<file path="src/rtl/lcd_cmd_scheduler_if.sv">
// Handshake bundle between the two LCD requesters, the scheduler and the instruction FSM.
// The master side is the client/instruction-FSM side; the slave side is the scheduler.
interface lcd_cmd_scheduler_if;
  logic       req0;
  logic [9:0] data0;
  logic       ack0;
  logic       req1;
  logic [9:0] data1;
  logic       ack1;
  logic [9:0] instr_data;
  logic       instr_en;
  logic       instr_done;
  logic       busy;

  modport master (
    output req0, data0, req1, data1, instr_done,
    input  ack0, ack1, instr_data, instr_en, busy
  );

  modport slave (
    input  req0, data0, req1, data1, instr_done,
    output ack0, ack1, instr_data, instr_en, busy
  );
endinterface

</file>
<file path="src/rtl/lcd_cmd_scheduler.sv">
// Round-robin arbiter that feeds one LCD instruction FSM from a command and a character
// client, then holds off new grants for the HD44780 execution time of the issued word.
module lcd_cmd_scheduler #(
  parameter int unsigned SHORT_WAIT = 1999,
  parameter int unsigned LONG_WAIT  = 81999,
  parameter int unsigned CNT_W      = 17
) (
  input  logic               clk_i,
  input  logic               rst_i,
  lcd_cmd_scheduler_if.slave bus_io
);

  typedef enum logic [1:0] {StIdle, StSend, StDelay} state_e;

  localparam logic [CNT_W-1:0] ShortWaitC = CNT_W'(SHORT_WAIT);
  localparam logic [CNT_W-1:0] LongWaitC  = CNT_W'(LONG_WAIT);

  state_e           state_q, state_d;
  logic [CNT_W-1:0] cnt_q, cnt_d;
  logic [9:0]       data_q, data_d;
  logic             long_q, long_d;
  logic             last_q, last_d;
  logic             ack0_q, ack0_d;
  logic             ack1_q, ack1_d;
  logic             grant1;
  logic [9:0]       grant_word;
  logic [CNT_W-1:0] wait_sel;

  // Clear Display (0x000/0x001) and Return Home (0x002/0x003) need the long execution time.
  function automatic logic is_long_word(input logic [9:0] w);
    return (w[9:8] == 2'b00) && ((w[7:1] == 7'd0) || (w[7:1] == 7'd1));
  endfunction

  assign wait_sel = long_q ? LongWaitC : ShortWaitC;

  always_comb begin
    state_d    = state_q;
    cnt_d      = cnt_q;
    data_d     = data_q;
    long_d     = long_q;
    last_d     = last_q;
    ack0_d     = 1'b0;
    ack1_d     = 1'b0;
    // On a tie, requester 1 wins only if requester 0 was granted last.
    grant1     = bus_io.req1 && (!bus_io.req0 || !last_q);
    grant_word = grant1 ? bus_io.data1 : bus_io.data0;

    unique case (state_q)
      StIdle: begin
        if (bus_io.req0 || bus_io.req1) begin
          data_d  = grant_word;
          long_d  = is_long_word(grant_word);
          last_d  = grant1;
          ack0_d  = !grant1;
          ack1_d  = grant1;
          cnt_d   = '0;
          state_d = StSend;
        end
      end
      StSend: begin
        if (bus_io.instr_done) begin
          cnt_d   = '0;
          state_d = StDelay;
        end
      end
      StDelay: begin
        if (cnt_q == wait_sel) begin
          state_d = StIdle;
        end else begin
          cnt_d = cnt_q + 1'b1;
        end
      end
      default: state_d = StIdle;
    endcase
  end

  always_ff @(posedge clk_i or posedge rst_i) begin
    if (rst_i) begin
      state_q <= StIdle;
      cnt_q   <= '0;
      data_q  <= '0;
      long_q  <= 1'b0;
      last_q  <= 1'b1;
      ack0_q  <= 1'b0;
      ack1_q  <= 1'b0;
    end else begin
      state_q <= state_d;
      cnt_q   <= cnt_d;
      data_q  <= data_d;
      long_q  <= long_d;
      last_q  <= last_d;
      ack0_q  <= ack0_d;
      ack1_q  <= ack1_d;
    end
  end

  assign bus_io.ack0       = ack0_q;
  assign bus_io.ack1       = ack1_q;
  assign bus_io.instr_data = data_q;
  assign bus_io.instr_en   = (state_q == StSend) && !bus_io.instr_done;
  assign bus_io.busy       = (state_q != StIdle);

endmodule
</file>
<file path="src/flat_wrapper.sv">
// flat-port wrapper written by rule: the top's interface ports become plain ports
module lcd_cmd_scheduler_flat 
#(
  parameter int unsigned SHORT_WAIT = 1999,
  parameter int unsigned LONG_WAIT  = 81999,
  parameter int unsigned CNT_W      = 17
)
  (clk_i, rst_i, bus_io_req0, bus_io_data0, bus_io_req1, bus_io_data1, bus_io_instr_done, bus_io_ack0, bus_io_ack1, bus_io_instr_data, bus_io_instr_en, bus_io_busy);
  lcd_cmd_scheduler_if bus_io_i ();
  input  logic clk_i;
  input  logic rst_i;
  input wire logic [$bits(bus_io_i.req0)-1:0] bus_io_req0;
  input wire logic [$bits(bus_io_i.data0)-1:0] bus_io_data0;
  input wire logic [$bits(bus_io_i.req1)-1:0] bus_io_req1;
  input wire logic [$bits(bus_io_i.data1)-1:0] bus_io_data1;
  input wire logic [$bits(bus_io_i.instr_done)-1:0] bus_io_instr_done;
  output wire logic [$bits(bus_io_i.ack0)-1:0] bus_io_ack0;
  output wire logic [$bits(bus_io_i.ack1)-1:0] bus_io_ack1;
  output wire logic [$bits(bus_io_i.instr_data)-1:0] bus_io_instr_data;
  output wire logic [$bits(bus_io_i.instr_en)-1:0] bus_io_instr_en;
  output wire logic [$bits(bus_io_i.busy)-1:0] bus_io_busy;
  assign bus_io_i.req0 = bus_io_req0;
  assign bus_io_i.data0 = bus_io_data0;
  assign bus_io_i.req1 = bus_io_req1;
  assign bus_io_i.data1 = bus_io_data1;
  assign bus_io_i.instr_done = bus_io_instr_done;
  assign bus_io_ack0 = bus_io_i.ack0;
  assign bus_io_ack1 = bus_io_i.ack1;
  assign bus_io_instr_data = bus_io_i.instr_data;
  assign bus_io_instr_en = bus_io_i.instr_en;
  assign bus_io_busy = bus_io_i.busy;
  lcd_cmd_scheduler #(.SHORT_WAIT(SHORT_WAIT), .LONG_WAIT(LONG_WAIT), .CNT_W(CNT_W)) u_core (.clk_i(clk_i), .rst_i(rst_i), .bus_io(bus_io_i));
endmodule
</file>
<file path="config.mk">
export PLATFORM = sky130hd
export DESIGN_NAME = lcd_cmd_scheduler_flat
export DESIGN_NICKNAME = d
export VERILOG_FILES = /design/src/rtl/lcd_cmd_scheduler_if.sv /design/src/rtl/lcd_cmd_scheduler.sv /design/src/flat_wrapper.sv
export SDC_FILE = /design/constraint.sdc
export NUM_CORES = 1
export LEC_CHECK = 0
export BUFFER_PORTS_ARGS = -buffer_cell sky130_fd_sc_hd__buf_4
export CAP_MARGIN = 5
export CORE_AREA = 2 2 63 65
export DETAILED_ROUTE_END_ITERATION = 7
export DIE_AREA = 0 0 65 67
export PLACE_DENSITY_LB_ADDON = 0.1
export SETUP_SLACK_MARGIN = 0.05
export SYNTH_ARGS = -nofsm -noshare
export SYNTH_HDL_FRONTEND = slang
export SYNTH_SLANG_ARGS = --single-unit
</file>
<file path="constraint.sdc">
create_clock -name clk_i -period 2 [get_ports clk_i]
set_input_delay 0.4 -clock clk_i [delete_from_list [all_inputs] [get_ports clk_i]]
set_output_delay 0.4 -clock clk_i [all_outputs]
set_load 0.02 [all_outputs]
</file>
==> flow_summary_export.csv, run 1 <==
group,metric,value,unit
placed_design,dp_hpwl,3.02,mm
power,p_per_area,1160,mW/mm²
global_routing,grt_pass1_wl,6.93,mm
clock_tree,clk_latency,0.28,ns
die,die_w,65,µm
die,die_h,67,µm
timing,hold_viol,0,
placed_design,place_ws,0.0583,ns
synth,yosysSeqAreaShare,46.6,%
run_status,status,"complete, no violations",
detailed_routing,wl_met3,227,µm
detailed_routing,dr.first_iter.drc_count,122,
detailed_routing,wl_per_cell,14.0,µm
setup_path,path_max_fanout,6,
timing,fin_ws,0.0918,ns
setup_path,worstSetupPathType,"reg2reg",
clock_tree,cts_sinks,33,
synth,synthTopCellsByArea,"dfrtp_1, mux2i_1, nand2_1, o21ai_0, inv_1",
clock_tree,clk_pin_slew,0.07,ns
timing,period_share,95.4,%
detailed_routing,via_per_inst,5.64,
synth,synth_top_area_share,45.1,%
detailed_routing,detail-route-antenna-nets,0,
timing,setup_tns,0,ns
synth,synth_fp_nets,215,
timing,skew,0.00368,ns
die,design.core.area,0.00361,mm²
timing,finalCriticalPeriod,1.91,ns
power,worst_ir_drop_vdd,0.653,mV
detailed_routing,met2_length,2.09,mm
die,start_util,49.2,%
setup_path,crit_path_start_kind,"flop",
setup_path,cp_cell_sequence,"ha_2 > and3_4 > or4b_4 > or3_1 > o221ai_1",
setup_path,cp.required,2.20,ns
clock_tree,clockBufferDepth,2,
setup_path,reg2reg_from,"u_core.cnt_q[1]",
clock_tree,cts_made_buffers,5,
hold_path,hold_class,"in2async",
detailed_routing,highest-signal-layer,"met4",
timing,maxSlewHeadroom,72.3,%
detailed_routing,vias,1620,
timing,setup_viol,0,
timing,timing.final.max_slew_violations,0,
die,rows,22,
detailed_routing,dr.pass1.iters,4,
synth,synthCells,189,
global_routing,grt_pass1_vias,1612,
setup_path,slowest_stage,"or4b_4",
detailed_routing,wl_met1,1.66,mm
final_layout,final_nets,264,
timing,grt_setup_unrepaired,"false",
setup_path,cp_top_family,"simple AND/OR/NAND/NOR gates",
global_routing,gr-total-overflow,0,
clock_tree,ctsHoldBuffers,0,
die,die_area,0.00436,mm²
synth,yosys_warnings,0,
synth,synth_area_leader_cell,"dfrtp_1",
global_routing,grt_max_degree,34,
final_layout,diodes,0,
clock_tree,cts_tree,"done",
timing,tightest_slew,0.415,ns
setup_path,cp.buffers_inverters,0,
run,cap_violations,0,
setup_path,arrival,2.11,ns
setup_path,endpoint_kind,"flop",
final_layout,drive_gt1_share,28.9,%
global_routing,antenna_found_initial,0,
detailed_routing,wirelength,4.03,mm
synth,synth_area,0.00178,mm²
synth,ys_types,42,
synth,synth-seq-cells,33,
setup_path,setup.worst_path.start,"u_core.cnt_q[1]",
global_routing,grt_use_total,20.8,%
synth,post_synth.cell_area_avg,9.39,µm²
power,total_leakage_power,1.02,nW
clock_tree,h-tree-depth,2,
placed_design,routabilityCongestion,0.871,
final_layout,area_growth,29.3,%
die,ios,39,
timing,fmax,524,MHz
setup_path,critPathMaxStageDelay,0.50,ns
placed_design,port_buffers,38,
detailed_routing,drc,0,
clock_tree,cts-root-buf,"clkbuf_8",
## sequential cells by signal (all words and copies together) (netlist names)
register                  cells
u_core.bus_io.ack0            1
u_core.bus_io.ack1            1
u_core.bus_io.instr_data     10
u_core.cnt_q                 17
u_core.last_q                 1
u_core.long_q                 1
u_core.state_q                2
## metrics by stage
stage / cells / total power [mW] / util, % / hold WS (ns) / area, µm²
detailed placement: 277 / 2.19 / 60.3 / 0.481 / 2180
floorplan: 189 / 1.68 / - / 0.465 / 1780
global route: 287 / 2.85 / 63.7 / 0.273 / 2300
global placement: 277 / 2.16 / 60.3 / 0.464 / 2180
CTS: 286 / 2.69 / 62.8 / 0.213 / 2270
finish: 287 / 2.67 / 63.7 / 0.203 / 2300
## cells in the mapped netlist (all sizes together)
library cell	n
a21boi	1
a21o	2
a21oi	6
a221oi	1
a31oi	7
a41oi	1
and2	2
and3	4
and4	1
and4b	1
buf	3
clkbuf	5
dfrtp	32
dfstp	1
ha	1
inv	12
mux2i	12
nand2	22
nand2b	2
nand3	4
nand3b	1
nand4	5
nand4b	1
nor2	6
nor2b	2
nor3	5
nor4	3
nor4b	1
o2111ai	2
o211ai	5
o21a	4
o21ai	18
o221ai	4
or3	4
or4	7
or4b	1
## worst min-delay path, delay by kind of cell
kind | cells | cell delay, ns
buf+inv | 3 | 0.51
## worst paths after layout
kind | end | slack [ns] | cells past startpoint
setup / recovery | u_core.cnt_q[16] | 0.09 | 5
setup reg to reg | u_core.cnt_q[16] | 0.09 | 5
max in group asynchronous | u_core.last_q | 1.47 | 3
hold reg to reg | u_core.bus_io.instr_data[5] | 0.49 | 2
hold / removal | u_core.state_q[0] | 0.20 | 3
min in group clk_i | u_core.state_q[0] | 0.32 | 2
## cell usage in the layout (no fill, tap or decap), types with 2 or more instances in the layout
cell / instances
o21ai_0: 16
clkbuf_8: 5
buf_4: 49
and2_1: 2
nand2b_1: 2
mux2i_1: 12
clkinv_2: 2
dfrtp_1: 32
nand2_1: 22
a31oi_1: 7
o221ai_1: 3
nor4_1: 3
o21a_1: 4
a21oi_1: 5
nor3_1: 5
inv_1: 12
nor2_1: 6
o2111ai_1: 2
or3_1: 3
or4_1: 6
nor2b_1: 2
and3_1: 2
o211ai_1: 5
nand4_1: 4
a21o_1: 2
nand3_1: 4
## kinds of logic after synthesis
| group | after synthesis | synth area share (%) |
|---|---|---|
| compound gates | 51 | 18.5 |
| fa+ha+maj | 1 | 0.705 |
| buf+inv | 20 | 4.37 |
| flops | 33 | 46.6 |
| mux | 12 | 6.77 |
| simple gates | 72 | 23.1 |
## where the power goes
| group | total, mW | internal [mW] | switching, mW |
|---|---|---|---|
| clock network | 0.481 | 0.241 | 0.240 |
| registers | 1.03 | 0.871 | 0.160 |
| logic | 1.16 | 0.506 | 0.651 |
## layer usage
metal | track usage, % | vias up
met5 | 0 | -
met1 | 23.0 | 761
met3 | 5.24 | 4
met2 | 38.0 | 49
li1 | - | 806
met4 | 7.98 | 0
## area by class of cell
class / count / area (µm²)
fillers: 303 / 1310
multi-input cells: 136 / 893
flip-flops and latches: 33 / 827
repair buffers: 50 / 388
clock buffers: 6 / 72.6
well taps: 48 / 60.1
inverters: 12 / 45.0
clock inverters: 2 / 10.0
## timing repair
action | in CTS | in global routing
pin swaps | 0 | 2
setup buffers | 1 | 1
endpoints found under the setup margin | 1 | 10
resized for setup | 0 | 5
Note: power is estimated with default switching activity, not from simulation.
==> run 2, diff against run 1 <==
--- a/config.mk
+++ b/config.mk
@@ -7,9 +7,9 @@
 export LEC_CHECK = 0
 export BUFFER_PORTS_ARGS = -buffer_cell sky130_fd_sc_hd__buf_4
 export CAP_MARGIN = 5
-export CORE_AREA = 2 2 63 65
+export CORE_AREA = 2 2 60 68
 export DETAILED_ROUTE_END_ITERATION = 7
-export DIE_AREA = 0 0 65 67
+export DIE_AREA = 0 0 62 70
 export PLACE_DENSITY_LB_ADDON = 0.1
 export SETUP_SLACK_MARGIN = 0.05
 export SYNTH_ARGS = -nofsm -noshare
==> run 2 against run 1 <==
First-iteration DRC count up 36%. Sequential power is essentially flat. Register-to-register slack about the same.
==> flow_summary_export.csv, run 2 (same netlist as run 1, synthesis figures left out) <==
group,metric,value,unit
global_routing,grt_util_met1,26.8,%
clock_tree,clk_latency,0.29,ns
final_layout,largest_register_ffs,17,
setup_path,endpoint_kind,"flop",
power,p_per_area,1190,mW/mm²
die,ios,39,
detailed_routing,vias,1628,
run,cap_violations,0,
global_routing,busiest_layer,"met2",
die,start_util,47.3,%
setup_path,crit_path_start_kind,"flop",
setup_path,worstSetupPathType,"reg2reg",
placed_design,port_buffers,38,
global_routing,use_met2,36.0,%
power,power_frac_comb,39.7,%
power,internal_power,1.70,mW
setup_path,reg2regPathDepth,5,
hold_path,hold_class,"in2async",
setup_path,slowest_stage,"or4b_4",
die,rows,24,
final_layout,largest-register,"u_core.cnt_q",
run_status,status,"complete, no violations",
detailed_routing,wl_per_cell,14.0,µm
timing,period_share,95.3,%
timing,finalCriticalPeriod,1.91,ns
power,seqPwrFrac,37.3,%
placed_design,placedInstanceArea,0.00218,mm²
die,design.core.area,0.00375,mm²
die,die_w,62,µm
power,power,2.77,mW
global_routing,grt_pass1_vias,1612,
timing,setup_tns,0,ns
setup_path,cp.buffers_inverters,0,
global_routing,grt_pass1_wl,7.21,mm
detailed_routing,dr.first_iter.drc_count,166,
placed_design,routabilityCongestion,0.873,
detailed_routing,via_per_inst,5.58,
detailed_routing,dr.pass1.iters,4,
global_routing,gr-total-overflow,0,
clock_tree,clockBufferDepth,2,
global_routing,antenna_found_initial,0,
final_layout,diodes,0,
final_layout,final_nets,265,
clock_tree,h-tree-depth,2,
power,worst_ir_drop_vdd,0.722,mV
timing,timing.final.max_slew_violations,0,
clock_tree,cts_sinks,33,
setup_path,crit_cells,5,
setup_path,cp_top_family,"simple AND/OR/NAND/NOR gates",
power,p_sw,1.07,mW
timing,fmax,524,MHz
die,die_area,0.00434,mm²
placed_design,dp_hpwl,2.97,mm
final_layout,final_cell_mix,"buf_4, dfrtp_1, nand2_1, o21ai_0",
global_routing,grt_max_degree,34,
power,sw_frac_of_total,38.5,%
detailed_routing,detail-route-antenna-nets,0,
timing,setup_viol,0,
setup_path,path_max_fanout,6,
die,die_h,70,µm
timing,maxSlewHeadroom,68.3,%
timing,grt_setup_unrepaired,"false",
timing,tightest_slew,0.473,ns
clock_tree,cts_made_buffers,5,
power,total_leakage_power,1.03,nW
global_routing,grt_use_total,21.8,%
global_routing,use_met3,5.74,%
detailed_routing,wirelength,4.10,mm
power,p_clk_share,23.0,%
setup_path,cp.required,2.20,ns
clock_tree,clk_pin_slew,0.08,ns
final_layout,final_common_cell,"buf_4",
detailed_routing,drc,0,
final_layout,drive_gt1_share,28.3,%
final_layout,area_growth,31.3,%
setup_path,arrival,2.10,ns
final_layout,finish.instance_area,0.00233,mm²
setup_path,critPathMaxStageDelay,0.50,ns
timing,hold_viol,0,
timing,skew,0.00808,ns
clock_tree,cts_tree,"done",
setup_path,cp_cell_sequence,"ha_4 > and3_4 > or4b_4 > or3_1 > o221ai_1",
clock_tree,cts-root-buf,"clkbuf_8",
==> run 2: changes by cell type in the layout (fill, tap and decap cells not counted), sizes merged <==
cell	previous run	this run
bufinv	0	1
clkinv	2	1
buf	50	51
clkbuf	6	5
clkinvlp	0	1
==> run 2: what timing repair did <==
action,in CTS,in global routing
gates cloned,0,0
setup endpoints to repair,9,5
hold buffers,0,0
pin swaps,0,0
gates resized for setup,1,3
buffers inserted,1,1
==> run 2: power by group through the flow <==
stage / clock network, mW / logic (mW) / registers (mW)
finish: 0.637 / 1.10 / 1.03
global route: 0.686 / 1.22 / 1.07
CTS: 0.652 / 1.09 / 1.02
detailed placement: 0 / 1.07 / 1.03
global placement: 0 / 1.05 / 1.03
floorplan: 0 / 0.537 / 1.15
==> run 2: per-layer routing <==
| metal | wire (µm) | part of all wire, % |
|---|---|---|
| met5 | 0 | 0 |
| met4 | 82 | 2.0 |
| met3 | 180 | 4.4 |
| met2 | 2150 | 52 |
| met1 | 1690 | 41 |
==> run 2: layout make-up <==
type	instances	area, µm²
Multi-Input combinational cell	136	896
Clock buffer	5	68.8
Inverter	12	45.0
Sequential cell	33	827
Tap cell	52	65.1
Clock inverter	3	46.3
Fill cell	310	1420
Timing Repair Buffer	51	383
==> run 2: worst paths after layout <==
kind	endpoint	slack [ns]	startpoint
max	u_core.cnt_q[16]	0.09	u_core.cnt_q[1]
min	u_core.cnt_q[11]	0.20	rst_i
max reg2reg	u_core.cnt_q[16]	0.09	u_core.cnt_q[1]
min reg2reg	u_core.bus_io.instr_data[0]	0.49	u_core.bus_io.instr_data[0]
max in group asynchronous	u_core.last_q	1.48	rst_i
min in group clk_i	u_core.state_q[0]	0.32	bus_io_instr_done
==> run 2: stage by stage <==
step	utilization [%]	instances	setup slack (ns)	hold slack (ns)
detailed placement	58.0	282	0.0249	0.473
floorplan	-	189	0.145	0.465
global placement	58.0	282	0.103	0.464
global route	62.1	292	0.0417	0.236
finish	62.1	292	0.0933	0.197
CTS	61.4	291	0.0530	0.217
==> run 2: tightest hold or removal path, stage by stage <==
cell   delay [ns]
buf_4        0.11
inv_1        0.04
buf_4        0.36
==> run 3, diff against run 2 <==
--- a/config.mk
+++ b/config.mk
@@ -5,11 +5,12 @@
 export SDC_FILE = /design/constraint.sdc
 export NUM_CORES = 1
 export LEC_CHECK = 0
+export ABC_AREA = 1
 export BUFFER_PORTS_ARGS = -buffer_cell sky130_fd_sc_hd__buf_4
 export CAP_MARGIN = 5
-export CORE_AREA = 2 2 60 68
+export CORE_AREA = 2 2 62 70
 export DETAILED_ROUTE_END_ITERATION = 7
-export DIE_AREA = 0 0 62 70
+export DIE_AREA = 0 0 64 72
 export PLACE_DENSITY_LB_ADDON = 0.1
 export SETUP_SLACK_MARGIN = 0.05
 export SYNTH_ARGS = -nofsm -noshare
==> run 3 against run 2 <==
First-iteration DRC count is 13% lower. Core utilization is 1.7 points lower. Combinational power hardly changed. Clock skew is 0.0027 ns lower. Critical path depth is 5 higher. Clock power is 22% lower. Largest cell class unchanged. Critical path type unchanged. Cell area is 0.43% higher.
==> flow_summary_export.csv, run 3 <==
group,metric,value,unit
run_status,status,"complete, no violations",
synth,yosys_warnings,0,
synth,yosysSeqAreaShare,43.4,%
timing,timing.final.max_slew_violations,0,
final_layout,layout.area.seq,827,µm²
timing,maxSlewHeadroom,72.3,%
setup_path,arrival,1.92,ns
synth,synthCells,262,
clock_tree,clockBufferDepth,2,
final_layout,n_fill_cell,353,
synth,synth-main-ff-cell,"dfrtp_1",
clock_tree,cts_made_buffers,5,
setup_path,setup.worst_path.start,"u_core.cnt_q[1]",
synth,synth_area_leader_cell,"dfrtp_1",
global_routing,grt_pass1_wl,7.22,mm
setup_path,crit_path_start_kind,"flop",
clock_tree,cts_tree,"done",
global_routing,grt_use_total,20.1,%
final_layout,finish.instance_area,0.00234,mm²
synth,async_reset_ff_share,100,%
synth,synth_most_common_cell,"nand2_1",
synth,post_synth.cell_area_avg,7.27,µm²
placed_design,placedInstanceArea,0.00226,mm²
die,die_area,0.00461,mm²
clock_tree,ctsHoldBuffers,0,
power,p_per_area,1070,mW/mm²
setup_path,cp_top_family,"simple AND/OR/NAND/NOR gates",
die,start_util,49.2,%
global_routing,grt_pass1_vias,1682,
detailed_routing,vias,1786,
final_layout,final_nets,332,
timing,period_share,87.0,%
setup_path,worstSetupPathType,"reg2reg",
timing,skew,0.00543,ns
setup_path,path_max_fanout,19,
die,die_h,72,µm
detailed_routing,drc,0,
placed_design,place_ws,0.277,ns
die,die_w,64,µm
setup_path,crit_top_cell,"nand2_1",
die,rows,24,
setup_path,cp.buffers_inverters,1,
timing,hold_viol,0,
final_layout,final_cell_mix,"nand2_1, buf_4, nand3_1, dfrtp_1",
final_layout,multiInputGateArea,937,µm²
final_layout,largest_register_ffs,17,
timing,setup_viol,0,
synth,synth_fp_nets,288,
synth,synth_area,0.00191,mm²
setup_path,reg2reg_from,"u_core.cnt_q[1]",
clock_tree,clk_latency,0.29,ns
run,cap_violations,0,
clock_tree,postCtsResizedCells,0,
setup_path,endpoint_kind,"flop",
synth,synth_edf_count,0,
global_routing,gr-total-overflow,0,
detailed_routing,dr.first_iter.drc_count,145,
power,total_leakage_power,1.18,nW
synth,ys_types,26,
timing,setup_tns,0,ns
synth,yosys-top-cells-count,"nand2_1, nand3_1, dfrtp_1, inv_1, nor2_1",
synth,synthTopCellsByArea,"dfrtp_1, nand2_1, nand3_1, inv_1, nor2_1",
final_layout,post-route-util,60.4,%
detailed_routing,wirelength,4.21,mm
detailed_routing,via_per_inst,4.97,
hold_path,hold_class,"in2async",
synth,synth-seq-cells,33,
clock_tree,h-tree-depth,2,
setup_path,cp.required,2.18,ns
detailed_routing,wl_per_cell,11.7,µm
timing,finalCriticalPeriod,1.74,ns
power,worst_ir_drop_vdd,0.719,mV
final_layout,drive_gt1_share,19.5,%
placed_design,dp_hpwl,3.09,mm
clock_tree,clk_pin_slew,0.07,ns
final_layout,area_growth,22.8,%
final_layout,final_common_cell,"nand2_1",
timing,fmax,575,MHz
setup_path,cp_cell_sequence,"ha_1 > nand2_1 > nor2_2 > inv_1 > nor2_2 > nand3_4 > nand2_4 > nand2_1 > nand2_1 > nand2_1",
die,ios,39,
clock_tree,cts_sinks,33,
global_routing,grt_max_degree,34,
power,power,2.49,mW
clock_tree,postCtsSetupBuffers,0,
timing,fin_ws,0.260,ns
detailed_routing,dr.pass1.iters,4,
placed_design,port_buffers,38,
detailed_routing,detail-route-antenna-nets,0,
timing,tightest_slew,0.415,ns
setup_path,slowest_stage,"dfrtp_1",
global_routing,antenna_found_initial,0,
clock_tree,cts-root-buf,"clkbuf_8",
final_layout,largest-register,"u_core.cnt_q",
placed_design,routabilityCongestion,0.873,
synth,synth_top_area_share,42.0,%
die,design.core.area,0.00387,mm²
setup_path,critPathMaxStageDelay,0.38,ns
final_layout,diodes,0,
timing,grt_setup_unrepaired,"false",
## run 3: stage by stage
stage | std cells | hold slack [ns]
after global routing | 359 | 0.259
after global placement | 351 | 0.469
after CTS | 359 | 0.204
after floorplan | 262 | 0.481
final | 359 | 0.197
after detailed placement | 351 | 0.479
## run 3: metal layers
layer / track usage, % / wire, µm / part of all wire, % / vias up
met5: 0 / 0 / 0 / -
met4: 12.6 / 53 / 1.3 / 0
met3: 4.34 / 206 / 4.9 / 4
met2: 32.3 / 2010 / 48 / 47
met1: 24.5 / 1940 / 46 / 809
li1: - / - / - / 926
## run 3: final timing paths
check	cells past startpoint	to	slack [ns]
max	10	u_core.cnt_q[1]	0.26
min	3	u_core.bus_io.instr_data[4]	0.20
min reg2reg	2	u_core.bus_io.instr_data[0]	0.49
max reg2reg	10	u_core.cnt_q[1]	0.26
min in group clk_i	3	u_core.state_q[1]	0.36
max in group asynchronous	3	u_core.last_q	1.47
## run 3: cell type report
type	count	area share, %
Tap cell	52	2.78
Multi-Input combinational cell	194	40.0
Sequential cell	33	35.3
Clock inverter	1	0.321
Clock buffer	7	3.26
Inverter	30	4.81
Timing Repair Buffer	42	13.5
## run 3: kinds of logic after synthesis
kind of cell	count (synthesis)	share of synthesized area (%)
flops	33	43.4
xor+xnor	6	2.76
simple gates	162	38.5
fa+ha+maj	1	0.656
buf+inv	35	7.42
compound gates	25	7.29
## run 3: worst register-to-register path, delay by kind of cell, from the launching register on
kind | cells | cell delay (ns)
fa+ha+maj | 1 | 0.16
buf+inv | 1 | 0.09
simple gates | 8 | 1.01
flops | 1 | 0.38
## run 3: report_power, final
| part | leakage, nW | internal [mW] | switching (mW) |
|---|---|---|---|
| registers | 0.432 | 0.833 | 0.0933 |
| logic | 0.711 | 0.377 | 0.695 |
| clock network | 0.0385 | 0.246 | 0.249 |
